--- src/rtl/ram_arb_pkg.sv ---
// Shared types and constants for the two-port RAM arbiter.
// Pure declarations: no logic, no latency.
package ram_arb_pkg;

    localparam int ADDR_W_DEF = 16;
    localparam int DATA_W_DEF = 8;

    localparam logic PORT0 = 1'b0;
    localparam logic PORT1 = 1'b1;

    typedef enum logic [1:0] {
        IDLE    = 2'd0,
        WRITE   = 2'd1,
        READ    = 2'd2,
        RD_DATA = 2'd3
    } state_e;

endpackage

--- src/rtl/ram_arbiter2_if.sv ---
// Requester-side and RAM-side bundles of the arbiter.
// Requester holds req/we/addr/wdata until it sees ack; rvalid is a one-cycle pulse.
interface ram_arbiter2_if #(
    parameter int ADDR_W = ram_arb_pkg::ADDR_W_DEF,
    parameter int DATA_W = ram_arb_pkg::DATA_W_DEF
);
    logic              req;
    logic              we;
    logic [ADDR_W-1:0] addr;
    logic [DATA_W-1:0] wdata;
    logic              ack;
    logic              rvalid;
    logic [DATA_W-1:0] rdata;

    modport master (output req, we, addr, wdata, input ack, rvalid, rdata);
    modport slave  (input req, we, addr, wdata, output ack, rvalid, rdata);
endinterface

interface ram_arbiter2_ram_if #(
    parameter int ADDR_W = ram_arb_pkg::ADDR_W_DEF,
    parameter int DATA_W = ram_arb_pkg::DATA_W_DEF
);
    logic [ADDR_W-1:0] addr;
    logic [DATA_W-1:0] din;
    logic              we;
    logic [DATA_W-1:0] dout;

    modport master (output addr, din, we, input dout);
    modport slave  (input addr, din, we, output dout);
endinterface

--- src/rtl/ram_arbiter2_rr_select2.sv ---
// Combinational two-way winner select; round-robin on last_grant, or fixed port-0
// priority when RAM_ARB_FIXED_PRIO_EN is defined. Zero latency, no backpressure.
module rr_select2
    import ram_arb_pkg::*;
(
    input  logic req0_i,
    input  logic req1_i,
    input  logic last_grant_i,
    output logic vld_o,
    output logic grant_o
);

    assign vld_o = req0_i | req1_i;

`ifdef RAM_ARB_FIXED_PRIO_EN
    logic unused_last_grant;
    assign unused_last_grant = last_grant_i;
    assign grant_o = req0_i ? PORT0 : PORT1;
`else
    always_comb begin
        grant_o = PORT0;
        if (req0_i && req1_i) begin
            grant_o = ~last_grant_i;
        end else if (req1_i) begin
            grant_o = PORT1;
        end
    end
`endif

endmodule

--- src/rtl/ram_arbiter2.sv ---
// Serialises two requesters onto one synchronous single-port RAM (RAM_ARB_FIXED_PRIO_EN selects fixed priority).
// ack one cycle after req; write 2 cycles, read data 3 cycles; losers wait with req held.
module ram_arbiter2
    import ram_arb_pkg::*;
#(
    parameter int ADDR_W = ADDR_W_DEF,
    parameter int DATA_W = DATA_W_DEF
) (
    input  logic               clk,
    input  logic               rst,
    ram_arbiter2_if.slave      req0_if,
    ram_arbiter2_if.slave      req1_if,
    ram_arbiter2_ram_if.master ram_if
);

    state_e            state_q, state_d;
    logic              last_grant_q, last_grant_d;
    logic              grant_q, grant_d;
    logic [ADDR_W-1:0] ram_addr_q, ram_addr_d;
    logic [DATA_W-1:0] ram_din_q, ram_din_d;
    logic              ram_we_q, ram_we_d;
    logic              ack0_q, ack0_d, ack1_q, ack1_d;
    logic              rvalid0_q, rvalid0_d, rvalid1_q, rvalid1_d;
    logic [DATA_W-1:0] rdata0_q, rdata0_d, rdata1_q, rdata1_d;

    logic sel_vld;
    logic sel_port;

    rr_select2 u_sel (
        .req0_i       (req0_if.req),
        .req1_i       (req1_if.req),
        .last_grant_i (last_grant_q),
        .vld_o        (sel_vld),
        .grant_o      (sel_port)
    );

    always_comb begin
        state_d      = state_q;
        last_grant_d = last_grant_q;
        grant_d      = grant_q;
        ram_addr_d   = ram_addr_q;
        ram_din_d    = ram_din_q;
        ram_we_d     = 1'b0;
        ack0_d       = 1'b0;
        ack1_d       = 1'b0;
        rvalid0_d    = 1'b0;
        rvalid1_d    = 1'b0;
        rdata0_d     = rdata0_q;
        rdata1_d     = rdata1_q;

        unique case (state_q)
            IDLE: begin
                if (sel_vld) begin
                    grant_d      = sel_port;
                    last_grant_d = sel_port;
                    ack0_d       = (sel_port == PORT0);
                    ack1_d       = (sel_port == PORT1);
                    if (sel_port == PORT1) begin
                        ram_addr_d = req1_if.addr;
                        ram_din_d  = req1_if.wdata;
                        ram_we_d   = req1_if.we;
                        state_d    = req1_if.we ? WRITE : READ;
                    end else begin
                        ram_addr_d = req0_if.addr;
                        ram_din_d  = req0_if.wdata;
                        ram_we_d   = req0_if.we;
                        state_d    = req0_if.we ? WRITE : READ;
                    end
                end
            end
            WRITE: state_d = IDLE;
            READ:  state_d = RD_DATA;
            // RAM output reflects the address registered during READ.
            RD_DATA: begin
                if (grant_q == PORT1) begin
                    rvalid1_d = 1'b1;
                    rdata1_d  = ram_if.dout;
                end else begin
                    rvalid0_d = 1'b1;
                    rdata0_d  = ram_if.dout;
                end
                state_d = IDLE;
            end
            default: state_d = IDLE;
        endcase
    end

    always_ff @(posedge clk) begin
        if (rst) begin
            state_q      <= IDLE;
            last_grant_q <= PORT1;
            grant_q      <= PORT0;
            ram_addr_q   <= '0;
            ram_din_q    <= '0;
            ram_we_q     <= 1'b0;
            ack0_q       <= 1'b0;
            ack1_q       <= 1'b0;
            rvalid0_q    <= 1'b0;
            rvalid1_q    <= 1'b0;
            rdata0_q     <= '0;
            rdata1_q     <= '0;
        end else begin
            state_q      <= state_d;
            last_grant_q <= last_grant_d;
            grant_q      <= grant_d;
            ram_addr_q   <= ram_addr_d;
            ram_din_q    <= ram_din_d;
            ram_we_q     <= ram_we_d;
            ack0_q       <= ack0_d;
            ack1_q       <= ack1_d;
            rvalid0_q    <= rvalid0_d;
            rvalid1_q    <= rvalid1_d;
            rdata0_q     <= rdata0_d;
            rdata1_q     <= rdata1_d;
        end
    end

    assign req0_if.ack    = ack0_q;
    assign req0_if.rvalid = rvalid0_q;
    assign req0_if.rdata  = rdata0_q;
    assign req1_if.ack    = ack1_q;
    assign req1_if.rvalid = rvalid1_q;
    assign req1_if.rdata  = rdata1_q;
    assign ram_if.addr    = ram_addr_q;
    assign ram_if.din     = ram_din_q;
    assign ram_if.we      = ram_we_q;

endmodule

--- src/flat_wrapper.sv ---
// flat-port wrapper written by rule: the top's interface ports become plain ports
module ram_arbiter2_flat import ram_arb_pkg::*;
#(
    parameter int ADDR_W = ADDR_W_DEF,
    parameter int DATA_W = DATA_W_DEF
)
  (clk, rst, req0_if_req, req0_if_we, req0_if_addr, req0_if_wdata, req0_if_ack, req0_if_rvalid, req0_if_rdata, req1_if_req, req1_if_we, req1_if_addr, req1_if_wdata, req1_if_ack, req1_if_rvalid, req1_if_rdata, ram_if_addr, ram_if_din, ram_if_we, ram_if_dout);
  ram_arbiter2_if #(.ADDR_W(ADDR_W), .DATA_W(DATA_W)) req0_if_i ();
  ram_arbiter2_if #(.ADDR_W(ADDR_W), .DATA_W(DATA_W)) req1_if_i ();
  ram_arbiter2_ram_if #(.ADDR_W(ADDR_W), .DATA_W(DATA_W)) ram_if_i ();
  input  logic clk;
  input  logic rst;
  input wire logic [$bits(req0_if_i.req)-1:0] req0_if_req;
  input wire logic [$bits(req0_if_i.we)-1:0] req0_if_we;
  input wire logic [$bits(req0_if_i.addr)-1:0] req0_if_addr;
  input wire logic [$bits(req0_if_i.wdata)-1:0] req0_if_wdata;
  output wire logic [$bits(req0_if_i.ack)-1:0] req0_if_ack;
  output wire logic [$bits(req0_if_i.rvalid)-1:0] req0_if_rvalid;
  output wire logic [$bits(req0_if_i.rdata)-1:0] req0_if_rdata;
  input wire logic [$bits(req1_if_i.req)-1:0] req1_if_req;
  input wire logic [$bits(req1_if_i.we)-1:0] req1_if_we;
  input wire logic [$bits(req1_if_i.addr)-1:0] req1_if_addr;
  input wire logic [$bits(req1_if_i.wdata)-1:0] req1_if_wdata;
  output wire logic [$bits(req1_if_i.ack)-1:0] req1_if_ack;
  output wire logic [$bits(req1_if_i.rvalid)-1:0] req1_if_rvalid;
  output wire logic [$bits(req1_if_i.rdata)-1:0] req1_if_rdata;
  output wire logic [$bits(ram_if_i.addr)-1:0] ram_if_addr;
  output wire logic [$bits(ram_if_i.din)-1:0] ram_if_din;
  output wire logic [$bits(ram_if_i.we)-1:0] ram_if_we;
  input wire logic [$bits(ram_if_i.dout)-1:0] ram_if_dout;
  assign req0_if_i.req = req0_if_req;
  assign req0_if_i.we = req0_if_we;
  assign req0_if_i.addr = req0_if_addr;
  assign req0_if_i.wdata = req0_if_wdata;
  assign req0_if_ack = req0_if_i.ack;
  assign req0_if_rvalid = req0_if_i.rvalid;
  assign req0_if_rdata = req0_if_i.rdata;
  assign req1_if_i.req = req1_if_req;
  assign req1_if_i.we = req1_if_we;
  assign req1_if_i.addr = req1_if_addr;
  assign req1_if_i.wdata = req1_if_wdata;
  assign req1_if_ack = req1_if_i.ack;
  assign req1_if_rvalid = req1_if_i.rvalid;
  assign req1_if_rdata = req1_if_i.rdata;
  assign ram_if_addr = ram_if_i.addr;
  assign ram_if_din = ram_if_i.din;
  assign ram_if_we = ram_if_i.we;
  assign ram_if_i.dout = ram_if_dout;
  ram_arbiter2 #(.ADDR_W(ADDR_W), .DATA_W(DATA_W)) u_core (.clk(clk), .rst(rst), .req0_if(req0_if_i), .req1_if(req1_if_i), .ram_if(ram_if_i));
endmodule
--- config.mk ---
export PLATFORM = sky130hd
export DESIGN_NAME = ram_arbiter2_flat
export DESIGN_NICKNAME = d
export VERILOG_FILES = /design/src/rtl/ram_arb_pkg.sv /design/src/rtl/ram_arbiter2_if.sv /design/src/rtl/ram_arbiter2_rr_select2.sv /design/src/rtl/ram_arbiter2.sv /design/src/flat_wrapper.sv
export SDC_FILE = /design/constraint.sdc
export NUM_CORES = 1
export LEC_CHECK = 0
export ABC_CLOCK_PERIOD_IN_PS = 2300
export CORE_MARGIN = 5
export CORE_UTILIZATION = 40
export CTS_CLUSTER_SIZE = 16
export DETAILED_ROUTE_END_ITERATION = 16
export GPL_TIMING_DRIVEN = 0
export PLACE_DENSITY_LB_ADDON = 0.25
export SLEW_MARGIN = 20
export SYNTH_ARGS = -nofsm -noshare
export SYNTH_HDL_FRONTEND = slang
export SYNTH_HIERARCHICAL = 1
export SYNTH_SLANG_ARGS = --single-unit
--- constraint.sdc ---
create_clock -name clk -period 2.3 [get_ports clk]
set_clock_uncertainty 0.15 [all_clocks]
set_input_delay 0.46 -clock clk [delete_from_list [all_inputs] [get_ports clk]]
set_output_delay 0.46 -clock clk [all_outputs]
set_load 0.005 [all_outputs]
Word level (Yosys, flattened, before mapping) --
Index checks and enable logic that the tools add are counted.
Storage, ports and cells: register bits after elaboration 49, bits in latches 0, RAM bits 0, bits in read-only memories 0, bits of input ports 62, output and inout bits 45, logic and storage cells 43, memories kept 0
Operators by class: $add $sub $neg 0, multiply operators 0, div/mod/pow operators 0, $lt $le $gt $ge 0, eq/ne operators 4, shift operators 0, multiplexer cells 12, bitwise gates (word level) 7, reduce and logical (&&, ||, !) cells 8
Operators by type and width (count):
- two-way mux 16 bit | 1
- two-way mux 2 bit | 4
- two-way mux 8 bit | 1
- NOT 1 bit | 6
- case mux 2 bit (3 select lines) | 1
- AND reduction 2 bit | 3
- two-way mux 1 bit | 5
- == test 2 bit (second input constant) | 2
- OR reduction 2 bit | 2
- OR reduction 3 bit | 1
- == test 2 x 1 -> 1 bit (second input constant) | 1
- logical NOT 2 bit | 1
- inequality test 2 x 1 -> 1 bit (second input constant) | 1
- logical AND 1 bit | 1
- OR 1 bit | 1

Logic depth before layout (Yosys ltp) --
depth after elaboration 5, depth in mapped cells 5, mapped depth without buffers 3

Cells and area by module --
The synthesis kept the hierarchy.
By module, submodules not included:
- ram_arbiter2 | instances 1, cells an instance 197, area an instance 2115.8 µm², seq. area each 980.9 µm²
- rr_select2 | instances 1, cells an instance 2, area an instance 13.8 µm², seq. area each 0.0 µm²

Least setup slack after synthesis --
OpenSTA, ideal clock, no wires.
path kind input to register, start point in req1_if_req, end point reg u_core.ram_addr_q[10] (netlist: u_core/ram_if.addr[10]), setup time 0.125 ns, arrival time 1.481 ns, data required time 2.025 ns, slack 0.544 ns, stages on the path 5, path buffers 2, cells stage by stage a21boi_1 buf_2 buf_2 mux2i_1 o22ai_2
On the way: word-level cells in the longest chain between the ends 3, elaborated cells between the ends (all ways) 6, those cells by class mux: 3; bitwise: 1; reduce/logical: 2
RTL lines:
- start: declaration | line flat_wrapper.sv:20 | input wire logic [$bits(req1_if_i.req)-1:0] req1_if_req;
- two-way mux 1 bit or logical AND 1 bit (tied branches) | line ram_arbiter2_rr_select2.sv:24, ram_arbiter2_rr_select2.sv:22
- two-way mux 1 bit | line ram_arbiter2_rr_select2.sv:22 | if (req0_i && req1_i) begin
- two-way mux 16 bit | line ram_arbiter2.sv:58 | if (sel_port == PORT1) begin
- end signal: assignment | line ram_arbiter2.sv:106 | ram_addr_q <= ram_addr_d;
- end: declaration | line ram_arbiter2.sv:19 | logic [ADDR_W-1:0] ram_addr_q, ram_addr_d;
Several ways; a longest one is shown, not always the timed one. A chain may end at the register's enable or synchronous reset.

Worst setup path in the final report --
start point in req1_if_req, end point reg u_core.ram_addr_q[10] (netlist: u_core/ram_if.addr[10])
On the way: word-level cells in the longest chain between the ends 3, elaborated cells between the ends (all ways) 6, those cells by class mux: 3; bitwise: 1; reduce/logical: 2
RTL lines:
- two-way mux 1 bit or logical AND 1 bit (tied branches) | line ram_arbiter2_rr_select2.sv:24, ram_arbiter2_rr_select2.sv:22
- two-way mux 1 bit (*) | line ram_arbiter2_rr_select2.sv:22
- via u_core.sel_port | line ram_arbiter2.sv:27 | logic sel_port;
- two-way mux 16 bit (*) | line ram_arbiter2.sv:58
Mark *: on every way through the listed nets, which the timed path passes. The rest lies on a longest branch.

==> flow_summary.toml <==
[route]
route.met3.wl_um = 526
maxUsedRoutingLayer = "met4"
wl_met2_um = 2632
ant_nets = 0
drt_iter0_drc = 23
vias = 1818
drt-total-wl_um = 5541
wl_per_cell_um = 14.51
first_pass_iters = 4
wl_met1_um = 2313
post-route-drc-count = 0
viasPerCell = 4.759

[critical_path]
reg2reg_from = "u_core/last_grant_q"
cp-start-kind = "input pin"
critPathKind = "in -> reg"
crit_required_ns = 2.33
timing.rr.end = "u_core/ram_if.addr[10]"
startpoint = "req1_if_req"
crit_slowest_cell = "clkdlybuf4s50_1"
arrival_ns = 2.20
max_stage_delay_ns = 0.46
path_max_fanout = 10
rrSetupSlack_ns = 0.46
cp_cell_sequence = "clkdlybuf4s50_1 > a21boi_1 > buf_2 > buf_2 > mux2i_1 > o22ai_2"
path_common_cell = "buf_2"
cp-end-kind = "flop"
r2r_cells = 5

[placement]
hpwl_um = 4287
gp_congestion = 0.7399
portBuffers = 105
place_inst = 374
post-place-ws_ns = -0.1879
placed_area_sq_um = 3268

[die]
fp.coreArea_sq_um = 5140
die_area_sq_um = 6883
rows = 26
pin_count = 107
die_w_um = 82.97
die_h_um = 82.97
start_util_pct = 41.43

[global_route]
groute.usage.overall_pct = 15.73
grt_pass1_wl_um = 8997
grt_antenna_before_repair = 0
grt_overflow = 0
grt_pass1_vias = 1879
grt_max_degree = 16

[synth]
synth.ff_latch_count = 49
yosysSeqAreaShare_pct = 46.06
ys.warnings.count = 6
yosys.area.top_type = "dfxtp_1"
yosys.area.top_type_share_pct = 46.06
synthCells = 199
syn-num-nets = 261
synth.area.top_cells = "dfxtp_1, mux2i_1, nand2b_1"
synth_area_sq_um = 2130
synth.avg_cell_area_sq_um = 10.70
synth_cell_type_count = 23

[power_and_ir_drop]
seqPwrFrac_pct = 44.0
p_leak_nw = 1.286
power_density_nw_per_um2 = 643.5
p_switching_w = 0.0005213
pwr-share-comb_pct = 23.3
switching_share_pct = 23.81
p_int_w = 0.001668
irDropWorstVdd_uv = 396.7
pwr-share-clk_pct = 32.7

[clocking]
clockBufferDepth = 2
cts_resized = 0
cts_tree = "done"
htreeDepth = 2
cts_setup_buffers = 0
clock_latency_ns = 0.30
cts_buffers = 5
clock-root-buffer = "clkbuf_8"
ctsHoldBuffers = 0
path_clk_slew_ns = 0.08
clock-sinks = 49

[timing]
relSlewSlack_pct = 65.32
setup_viol = 0
period_needed_ns = 2.168
fin_ws_ns = 0.1319
hold_violations = 0
tns_ns = 0
tightest_slew_ns = 0.5179
hold_slack_ns = 0.3260
rsz0062_at_grt = "false"
fmax_ghz = 0.4612
report.final.slew_viol_count = 0
timing.final.crit_share_pct = 94.27

[finish]
antenna_cells = 0
layout-drive-gt1-share_pct = 10.90
layout_commonest_cell = "clkdlybuf4s50_1"
nets = 373
layout_common_cells = "clkdlybuf4s50_1, nand2b_1, dfxtp_1"
syn_to_final_growth_pct = 59.75
fin_area_sq_um = 3402
fin_cells = 382

[run]
drv_cap = 0

[hold_path]
hold_depth = 2
hold_path_end = "u_core/req0_if.rdata[6]"
hold_path_startpoint = "u_core/req0_if.rdata[6]"
hold_path.class = "reg -> reg"

[outcome]
status = "complete, no violations"
[registers in the layout, indices dropped and copies added, names as in the netlist]
| signal | cells |
|---|---|
| u_core/req0_if.rvalid | 1 |
| u_core/state_q | 2 |
| u_core/req1_if.rdata | 8 |
| u_core/grant_q | 1 |
| u_core/req0_if.rdata | 8 |
| u_core/req0_if.ack | 1 |
| u_core/last_grant_q | 1 |
| u_core/ram_if.din | 8 |
| u_core/ram_if.we | 1 |
| u_core/ram_if.addr | 16 |
| u_core/req1_if.ack | 1 |
| u_core/req1_if.rvalid | 1 |
[worst max path at each step]
stage	end	slack, ns	cells after the start
after floorplan	u_core/ram_if.addr[10]	0.54	5
after global placement	u_core/ram_if.addr[10]	-0.15	6
after CTS	u_core/ram_if.addr[10]	0.10	6
after global routing	u_core/ram_if.addr[10]	0.01	6
after detailed placement	u_core/ram_if.addr[10]	-0.19	6
final	u_core/ram_if.addr[10]	0.13	6
[metrics by stage]
stage,power (W),utilization (%)
2_1_floorplan,0.001208,-
3_3_place_gp,0.001487,63.58
3_5_place_dp,0.001497,63.58
4_1_cts,0.002211,66.19
5_1_grt,0.002298,66.19
6_report,0.002189,66.19
[area by class of cell]
cell class	count	area, sq um
fillers	440	1738
multi-input cells	133	1054
repair buffers	105	1051
flip-flops and latches	49	980.9
plain buffers	16	91.34
well taps	70	87.58
clock buffers	5	68.82
clock inverters	3	65.06
inverters	1	3.754
[logic make-up (layout without fill, tap and decap cells)]
group / count (synthesis) / count (layout) / synth area share, %
and+or+nand+nor: 62 / 62 / 19.04
DFF: 49 / 49 / 46.06
muxes: 42 / 42 / 19.80
AOI/OAI and AO/OA: 29 / 29 / 10.63
buffers and inverters: 17 / 130 / 4.465
[synthesized netlist by cell type]
cell      count
nand2b_1     49
o22a_1        1
or2_1         1
buf_6         3
o22ai_2       7
and3b_1       1
clkbuf_1      6
o22ai_1      18
nor2_1        1
mux2_2        1
or2_2         1
or4b_4        1
nor2_2        3
nand3_1       1
inv_1         1
nor2b_1       1
o21ai_0       2
buf_2         7
a21boi_1      1
or3b_2        2
mux2i_1      41
dfxtp_1      49
nor3b_2       1
[routing by layer]
| layer | vias up | GRT usage (%) |
|---|---|---|
| met5 | - | 0 |
| met4 | 0 | 4.309 |
| met3 | 6 | 6.733 |
| met2 | 69 | 26.90 |
| met1 | 831 | 17.87 |
| li1 | 912 | - |
[critical path: cells and delay by family]
family                 cells  cell delay [ns]
muxes                      1             0.30
buffers and inverters      3             1.12
AOI/OAI and AO/OA          2             0.31
[power by group through the flow]
stage               Clock [W]  Sequential, W  Combinational [W]
finish               0.000715       0.000964           0.000510
detailed placement          0       0.000983           0.000515
floorplan                   0       0.000985           0.000223
global placement            0       0.000979           0.000508
global route         0.000772       0.000974           0.000551
CTS                  0.000729       0.000964           0.000517
(Power assumes the default switching activity.)
